$ cat config.mk
export PLATFORM = sky130hd
export DESIGN_NAME = fam_multi_tile_arbiter
export DESIGN_NICKNAME = d
export VERILOG_FILES = /design/src/rtl/fam_arb_pkg.sv /design/src/rtl/fam_tag_fifo.sv /design/src/rtl/fam_multi_tile_arbiter.sv
export SDC_FILE = /design/constraint.sdc
export NUM_CORES = 1
export LEC_CHECK = 0
export BUFFER_PORTS_ARGS = -buffer_cell sky130_fd_sc_hd__buf_4
export CAP_MARGIN = 20
export CELL_PAD_IN_SITES_DETAIL_PLACEMENT = 0
export CELL_PAD_IN_SITES_GLOBAL_PLACEMENT = 1
export CORE_AREA = 2 2 188 190
export CTS_BUF_LIST = sky130_fd_sc_hd__clkbuf_4
export DETAILED_ROUTE_END_ITERATION = 8
export DIE_AREA = 0 0 190 192
export GPL_ROUTABILITY_DRIVEN = 0
export PLACE_DENSITY = 0.42
export SLEW_MARGIN = 25
export SYNTH_ARGS = -nofsm -noshare
export SYNTH_HDL_FRONTEND = slang
export SYNTH_SLANG_ARGS = --single-unit
$ cat constraint.sdc
create_clock -name clk_i -period 2.7 [get_ports clk_i]
set_clock_uncertainty 0.15 [all_clocks]
set_input_delay 0.27 -clock clk_i [delete_from_list [all_inputs] [get_ports clk_i]]
set_output_delay 0.27 -clock clk_i [all_outputs]
set_load 0.05 [all_outputs]
$ cat src/rtl/fam_arb_pkg.sv
// rtl/fam_arb_pkg.sv - shared request/response types and widths for the multi-tile FAM arbiter
package fam_arb_pkg;

    localparam int fflags_width_lp = 5;
    localparam int instr_width_lp  = 32;
    localparam int data_width_lp   = 32;
    localparam int frm_width_lp    = 3;

    typedef struct packed {
        logic nv;
        logic dz;
        logic of;
        logic uf;
        logic nx;
    } f_flags_s;

    typedef struct packed {
        logic [instr_width_lp-1:0] instr;
        logic [data_width_lp-1:0]  frs1;
        logic [data_width_lp-1:0]  frs2;
        logic [data_width_lp-1:0]  frs3;
        logic [frm_width_lp-1:0]   frm;
    } fam_req_s;

    typedef struct packed {
        logic [data_width_lp-1:0] result;
        f_flags_s                 fflags;
    } fam_resp_s;

    localparam int fam_req_width_lp  = $bits(fam_req_s);
    localparam int fam_resp_width_lp = $bits(fam_resp_s);

    function automatic int req_width(input int instr_w, input int data_w, input int frm_w);
        return instr_w + 3 * data_w + frm_w;
    endfunction

endpackage

$ cat src/rtl/fam_tag_fifo.sv
// rtl/fam_tag_fifo.sv - in-order FIFO of source-channel tags for ops in flight in the FAM unit
module fam_tag_fifo
    import fam_arb_pkg::*;
#(
    parameter int depth_p = 4,
    parameter int width_p = 1,
    localparam int ptr_w_lp = (depth_p > 1) ? $clog2(depth_p) : 1,
    localparam int cnt_w_lp = $clog2(depth_p) + 1
) (
    input  logic               clk_i,
    input  logic               reset_i,
    input  logic               push,
    input  logic [width_p-1:0] wr_data,
    input  logic               pop,
    output logic               full,
    output logic               empty,
    output logic [width_p-1:0] head
);

    logic [width_p-1:0]  mem [depth_p];
    logic [ptr_w_lp-1:0] wr_ptr;
    logic [ptr_w_lp-1:0] rd_ptr;
    logic [cnt_w_lp-1:0] count;

    // Pointers wrap naturally because depth_p is a power of two.
    always_ff @(posedge clk_i or posedge reset_i) begin
        if (reset_i) begin
            wr_ptr <= '0;
            rd_ptr <= '0;
            count  <= '0;
        end else begin
            if (push) wr_ptr <= wr_ptr + 1'b1;
            if (pop)  rd_ptr <= rd_ptr + 1'b1;
            case ({push, pop})
                2'b10:   count <= count + 1'b1;
                2'b01:   count <= count - 1'b1;
                default: count <= count;
            endcase
        end
    end

    always_ff @(posedge clk_i) begin
        if (push) mem[wr_ptr] <= wr_data;
    end

    assign full  = (count == cnt_w_lp'(depth_p));
    assign empty = (count == '0);
    assign head  = mem[rd_ptr];

endmodule

$ cat src/rtl/fam_multi_tile_arbiter.sv
// rtl/fam_multi_tile_arbiter.sv - round-robin issue of tile FAM requests and in-order result steering
// Optional FAM_ARB_STATS_EN adds saturating per-channel issue and full-stall counters.
module fam_multi_tile_arbiter
    import fam_arb_pkg::*;
#(
    parameter int num_chan_p    = 2,
    parameter int instr_width_p = 32,
    parameter int data_width_p  = 32,
    parameter int frm_width_p   = 3,
    parameter int max_out_p     = 4,
    localparam int req_w_lp  = req_width(instr_width_p, data_width_p, frm_width_p),
    localparam int resp_w_lp = data_width_p + fflags_width_lp,
    localparam int chan_w_lp = (num_chan_p > 1) ? $clog2(num_chan_p) : 1
) (
    input  logic                           clk_i,
    input  logic                           reset_i,
    input  logic [num_chan_p-1:0]          v_i,
    input  logic [num_chan_p*req_w_lp-1:0] req_i,
    output logic [num_chan_p-1:0]          ready_o,
    output logic                           fam_v_o,
    output logic [req_w_lp-1:0]            fam_req_o,
    input  logic                           fam_ready_i,
    input  logic                           fam_v_i,
    input  logic [resp_w_lp-1:0]           fam_resp_i,
    output logic                           fam_yumi_o,
    output logic [num_chan_p-1:0]          v_o,
    output logic [resp_w_lp-1:0]           resp_o,
`ifdef FAM_ARB_STATS_EN
    output logic [num_chan_p*32-1:0]       issue_cnt_o,
    output logic [31:0]                    full_stall_cnt_o,
`endif
    input  logic [num_chan_p-1:0]          yumi_i
);

    logic [chan_w_lp-1:0]    rr_ptr;
    logic [chan_w_lp-1:0]    grant;
    logic [chan_w_lp-1:0]    head;
    logic [chan_w_lp:0]      sum;
    logic [2*num_chan_p-1:0] v_dbl;
    logic [num_chan_p-1:0]   v_rot;
    logic                    any_v;
    logic                    full;
    logic                    empty;
    logic                    issue;

    // Rotate so bit 0 is the rr pointer; first set bit is the grant offset.
    assign v_dbl = {v_i, v_i};
    assign v_rot = num_chan_p'(v_dbl >> rr_ptr);

    always_comb begin
        grant = '0;
        any_v = 1'b0;
        sum   = '0;
        for (int i = 0; i < num_chan_p; i++) begin
            if (!any_v && v_rot[i]) begin
                any_v = 1'b1;
                sum   = {1'b0, rr_ptr} + (chan_w_lp+1)'(i);
                grant = (sum >= (chan_w_lp+1)'(num_chan_p)) ?
                        chan_w_lp'(sum - (chan_w_lp+1)'(num_chan_p)) : chan_w_lp'(sum);
            end
        end
    end

    always_comb begin
        fam_req_o = '0;
        ready_o   = '0;
        v_o       = '0;
        for (int i = 0; i < num_chan_p; i++) begin
            if (grant == chan_w_lp'(i)) begin
                fam_req_o  = req_i[i*req_w_lp +: req_w_lp];
                ready_o[i] = any_v && fam_ready_i && !full;
            end
            v_o[i] = fam_v_i && !empty && (head == chan_w_lp'(i));
        end
    end

    assign fam_v_o    = any_v && !full;
    assign issue      = fam_v_o && fam_ready_i;
    assign resp_o     = fam_resp_i;
    assign fam_yumi_o = |(v_o & yumi_i);

    always_ff @(posedge clk_i or posedge reset_i) begin
        if (reset_i) begin
            rr_ptr <= '0;
        end else if (issue) begin
            rr_ptr <= (grant == chan_w_lp'(num_chan_p - 1)) ? '0 : grant + 1'b1;
        end
    end

    fam_tag_fifo #(
        .depth_p (max_out_p),
        .width_p (chan_w_lp)
    ) tag_fifo (
        .clk_i   (clk_i),
        .reset_i (reset_i),
        .push    (issue),
        .wr_data (grant),
        .pop     (fam_yumi_o),
        .full    (full),
        .empty   (empty),
        .head    (head)
    );

    always_ff @(posedge clk_i) begin
        if (!reset_i) assert (!(fam_v_i && empty));
    end

`ifdef FAM_ARB_STATS_EN
    logic [31:0] issue_cnt [num_chan_p];
    logic [31:0] stall_cnt;

    always_ff @(posedge clk_i or posedge reset_i) begin
        if (reset_i) begin
            for (int i = 0; i < num_chan_p; i++) issue_cnt[i] <= '0;
            stall_cnt <= '0;
        end else begin
            for (int i = 0; i < num_chan_p; i++) begin
                if (issue && grant == chan_w_lp'(i) && issue_cnt[i] != '1)
                    issue_cnt[i] <= issue_cnt[i] + 1'b1;
            end
            if (any_v && full && stall_cnt != '1) stall_cnt <= stall_cnt + 1'b1;
        end
    end

    always_comb begin
        issue_cnt_o = '0;
        for (int i = 0; i < num_chan_p; i++) issue_cnt_o[i*32 +: 32] = issue_cnt[i];
    end

    assign full_stall_cnt_o = stall_cnt;
`endif

endmodule

# Yosys cells after proc, flatten, opt, wreduce, memory -nomap -nowiden
# Memories as Yosys holds them, arrays and structs flattened.
# Index checks and enable logic that the tools add are counted.
# word_totals
ff_bits,8
mem_bits_rw,4
inputBits,307
wordCells,48
mem_count,1
# op_classes
n_addsub,8
n_lt_le_gt_ge,2
n_eq_ne,3
shift,1
muxes,13
bitwise_logic,2
n_reduce_logical,14
# memory_table
memory,depth,width,read_ports,rd_ports_with_merged_regs,wr,line,source
tag_fifo.mem,4,1,1,0,1,fam_tag_fifo.sv:20,logic [width_p-1:0] mem [depth_p];
# op_table
operator,count
131-bit 2-to-1 mux,1
1-bit 2-to-1 mux,11
1-bit logical AND,8
3-bit case mux with 2 select lines,1
2-bit by 1-bit adder with 2-bit output (second input constant),2
4-bit by 1-bit right shift with 2-bit output,1
3-bit by 1-bit adder with 3-bit output (second input constant),1
3-bit == test (second input constant),1
1-bit logical NOT,3
3-bit logical NOT,1
3-bit by 1-bit subtractor with 3-bit output (second input constant),1
1-bit by 1-bit adder with 2-bit output (second input constant),1
2-bit bitwise AND,1
2-bit by 1-bit == test with 1-bit output (second input constant),1
2-bit == test (second input constant),1
1-bit by 2-bit greater-or-equal comparator with 1-bit output (second input constant),1
2-bit greater-or-equal comparator (second input constant),1
2-bit nonzero test,1
2-bit OR reduction,1
1-bit subtractor (second input constant),2
1-bit adder (second input constant),1
1-bit inverter,1

# Longest topological paths before layout
# depth
word_depth,9
depth_mapped,11
mapped_depth_nobuf,10

# By module
# From an unflattened synthesis, not the netlist that was laid out.
# unflattened
cells_unflattened,244
hier_area_um2,2536.2
# modules_own_cells
mod,instances,cells_per_inst,area_per_inst_um2,seq_area_each_um2
fam_multi_tile_arbiter,1,202,1994.4,25.0
fam_tag_fifo,1,42,541.8,295.3

# Least setup slack after synthesis
# No wires, ideal clock.
# synth_path
path_kind,reg-to-reg
start,register tag_fifo.rd_ptr[0]
end,register tag_fifo.count[2]
setup_time_ns,0.079
arrival_time_ns,2.726
path_slack_ns,-0.255
path_stages_with_launch,9
path_cell_list,dfrtp_1 > mux4_2 > mux2i_2 > ha_1 > inv_1 > fa_1 > xor2_1 > nor2_1 > xor2_1
# synth_between
elab_chain_cells,7
elab_cells_between_ends,10
classes_between,eq/ne: 2; mux: 1; bitwise: 2; reduce/logical: 4; memory: 1
# synth_rtl
element,line,source
start: declaration,fam_tag_fifo.sv:22,logic [ptr_w_lp-1:0] rd_ptr;
start signal: assignment,fam_tag_fifo.sv:33,if (pop) rd_ptr <= rd_ptr + 1'b1;
memory 4 x 1 bit *,--,
1-bit inverter,fam_multi_tile_arbiter.sv:73,v_o[i] = fam_v_i && !empty && (head == chan_w_lp'(i));
1-bit logical AND,fam_multi_tile_arbiter.sv:73,
2-bit bitwise AND *,fam_multi_tile_arbiter.sv:80,assign fam_yumi_o = |(v_o & yumi_i);
2-bit OR reduction *,fam_multi_tile_arbiter.sv:80,
via fam_yumi_o,fam_multi_tile_arbiter.sv:25,"output logic fam_yumi_o,"
2-bit by 1-bit == test with 1-bit output / 2-bit == test (equally long branches),fam_tag_fifo.sv:34,"case ({push, pop})"
3-bit case mux with 2 select lines / 2-bit nonzero test (equally long branches),--,
end signal: assignment,fam_tag_fifo.sv:35,2'b10: count <= count + 1'b1;
end signal: assignment,fam_tag_fifo.sv:36,2'b01: count <= count - 1'b1;
end signal: assignment,fam_tag_fifo.sv:37,default: count <= count;
end: declaration,fam_tag_fifo.sv:23,logic [cnt_w_lp-1:0] count;
# Mark *: on every way through the listed nets, which the timed path passes. The rest lies on a longest branch.
# A chain may end at the register's enable or synchronous reset.

# Final worst setup path
# layout_path
start,register tag_fifo.rd_ptr[0]
end,register tag_fifo.count[2]
# layout_between
elab_chain_cells,7
elab_cells_between_ends,10
classes_between,eq/ne: 2; mux: 1; bitwise: 2; reduce/logical: 4; memory: 1
# layout_rtl
element,line
memory 4 x 1 bit *,--
1-bit inverter,fam_multi_tile_arbiter.sv:73
1-bit logical AND,fam_multi_tile_arbiter.sv:73
2-bit bitwise AND *,fam_multi_tile_arbiter.sv:80
2-bit OR reduction *,fam_multi_tile_arbiter.sv:80
2-bit by 1-bit == test with 1-bit output / 2-bit == test (equally long branches),fam_tag_fifo.sv:34
3-bit case mux with 2 select lines / 2-bit nonzero test (equally long branches),--
# Every way passes the cells marked *; elsewhere a longest branch is shown, timed or not.

==> flow_summary.json <==
{
  "outcome": "complete, no violations",
  "r2r-start": "tag_fifo.rd_ptr[0]",
  "final_core_util_pct": 17.11,
  "clk_pin_slew_ns": 0.08,
  "hold_viol": 0,
  "drt-total-wl_um": 15860,
  "cts_resized": 0,
  "crit_chain": "mux4_2 -> mux2i_4 -> ha_2 -> inv_1 -> fa_2 -> xor2_1 -> nor2_1 -> xor2_1",
  "ff2ff_setup_slack_ns": 0.20,
  "io_pins": 481,
  "cp.required_ns": 2.75,
  "fin_crit_sh_pct": 92.45,
  "arrival_ns": 2.55,
  "max_freq_mhz": 400.6,
  "synth-seq-cells": 12,
  "syn_area_per_cell_um2": 10.50,
  "root_buffer": "clkbuf_4",
  "endpoint": "tag_fifo.count[2]",
  "crit_path_max_incr_delay_ns": 0.59,
  "fp.coreArea_um2": 34290,
  "grtUsageTotal_pct": 7.624,
  "die_x_um": 190,
  "ys.flop_type": "dfrtp_1",
  "netlist_area_um2": 2499,
  "cts-buffers-inserted": 3,
  "cp_common_cell": "xor2_1",
  "path_class": "flop to flop",
  "final_cells": 1054,
  "netlist.area_leader.share_pct": 59.49,
  "rsz0062_at_grt": "no",
  "grt_pass1_wl_um": 20910,
  "worstSetupEndpointType": "flop",
  "synthTopCellsByCount": "mux2_2 (132), buf_4 (37), buf_2 (16), dfrtp_1 (8), inv_1 (8)",
  "synth.area.top_cells": "mux2_2 (59%), buf_4 (11%), dfrtp_1 (8.0%)",
  "worst_slew_pin_slew_ns": 0.5678,
  "critPathSlowestCell": "mux4_2",
  "synth_most_common_cell": "mux2_2",
  "viasPerCell": 3.014,
  "n_fill_cell": 3900,
  "grt_pass1_vias": 3324,
  "crit_fanout": 4,
  "grt_overflow_total": 0,
  "setup_viol": 0,
  "cts_tree": "yes",
  "synth_seq_area_share_pct": 12.82,
  "power.density_nw_per_um2": 525.4,
  "synth-edff-count": 4,
  "drc": 0,
  "hold_buffers": 1,
  "ys.warnings.count": 0,
  "dp.cells": 1049,
  "antennaDiodeCount": 0,
  "netlist-cell-type-count": 22,
  "multi_input_area_um2": 1815,
  "yosys.area.top_type": "mux2_2",
  "ff_latch_area_um2": 320.3,
  "grt_max_degree": 82,
  "synthToLayoutAreaGrowth_pct": 134.8,
  "cap_violations": 0,
  "clockBufferDepth": 2,
  "stdcell_area_um2": 5867,
  "finalNetCount": 913,
  "cts_setup_buffers": 0,
  "routedWlPerCell_um": 15.05,
  "insertion_delay_ns": 0.27,
  "portBuffers": 406,
  "h-tree-depth": 1,
  "slew_headroom_pct": 61.67,
  "p_leak_nw": 2.815,
  "dp_hpwl_um": 14320,
  "synthArstFlopShare_pct": 66.67,
  "synth_cells": 238,
  "drt-pass1-iter-count": 4,
  "whs_ns": 0.2291,
  "place_area_um2": 5831,
  "drive_gt1_share_pct": 91.99,
  "start_kind": "flop",
  "setup-tns-final_ns": 0,
  "die_y_um": 192,
  "critical_path.startpoint": "tag_fifo.rd_ptr[0]",
  "antenna_found_initial": 0,
  "start_util_pct": 7.287,
  "period_minus_slack_ns": 2.496,
  "cts_num_sinks": 12,
  "rows": 68,
  "dr.first_iter.drc_count": 59,
  "vias": 3177,
  "slew_violations": 0,
  "antenna_left": 0,
  "dieArea_um2": 36480,
  "syn-num-nets": 551,
  "rr_endpoint": "tag_fifo.count[2]",
  "irDropWorstVdd_v": 0.0002324,
  "holdCritPathClass": "input pin to flop",
  "ff2ff_path_depth": 8
}
-- registers in the layout, summed over array words and instances, names as in the netlist --
name             cells
tag_fifo.mem         4
tag_fifo.count       3
tag_fifo.rd_ptr      2
tag_fifo.wr_ptr      2
rr_ptr               1
-- critical path: cells and delay by family (launching register included) --
kind	cells	cell delay [ns]
adders and majority gates	2	0.56
muxes	2	0.85
and+or+nand+nor	1	0.12
xor gates and xnor gates	2	0.28
buffers and inverters	1	0.05
DFF	1	0.41
-- per-layer routing --
metal | up-vias | wire length (um) | GRT usage (%)
li1 | 1547 | - | -
met1 | 1402 | 5997 | 9.303
met2 | 218 | 8386 | 13.78
met3 | 10 | 1394 | 1.955
met4 | 0 | 85 | 0.8945
met5 | - | 0 | 0
-- area by class of cell --
type | instances | share of cell area, %
Clock buffer | 3 | 0.3839
Clock inverter | 1 | 0.06398
Inverter | 8 | 0.5118
Multi-Input combinational cell | 165 | 30.94
Sequential cell | 12 | 5.460
Tap cell | 455 | 9.704
Timing Repair Buffer | 410 | 52.93
-- layout by cell type, fill, tap and decap left out, drive strengths merged --
cell type and n:
xnor2 3, a31oi 1, o31ai 1, inv 8, o311a 1, nor2 4
clkbuf 3, a21boi 1, mux4 1, fa 1, buf 409, nand2 1
o311ai 2, dlygate4sd3 1, ha 5, clkinv 1, and2 1, mux2i 3
mux2 132, xor2 3, and3 5, dfrtp 8, edfxtp 4
-- worst min path at each step --
stage / endpoint / cells after the start / from / slack, ns
4_1_cts: tag_fifo.mem[1] / 2 / fam_ready_i / 0.23
2_1_floorplan: rr_ptr / 1 / reset_i / -0.06
3_5_place_dp: tag_fifo.count[2] / 2 / reset_i / 0.11
6_report: tag_fifo.mem[1] / 2 / fam_ready_i / 0.23
5_1_grt: tag_fifo.mem[2] / 2 / fam_ready_i / 0.24
3_3_place_gp: tag_fifo.count[1] / 2 / reset_i / 0.13
-- logic make-up (layout without fill, tap and decap cells) --
group                      Yosys count  in the layout  synth area share [%]
muxes                              136            136                 61.74
buffers and inverters               61            422                 15.52
DFF                                 12             12                 12.82
and+or+nand+nor                     11             11                 2.253
adders and majority gates            6              6                 3.305
AOI/OAI and AO/OA                    6              6                 2.254
xor gates and xnor gates             6              6                 2.104
-- where the power goes --
group	total, mW	switching, mW	internal, mW
registers	0.340	0.0745	0.266
logic	2.63	1.58	1.05
clock network	0.114	0.0606	0.0535
-- stage by stage --
stage	setup slack (ns)	power (mW)
floorplan	0.01839	2.246
global placement	0.2328	3.024
detailed placement	0.1892	3.008
CTS	0.1776	3.135
global route	0.05955	3.262
finish	0.2039	3.082
(Power assumes the default switching activity.)
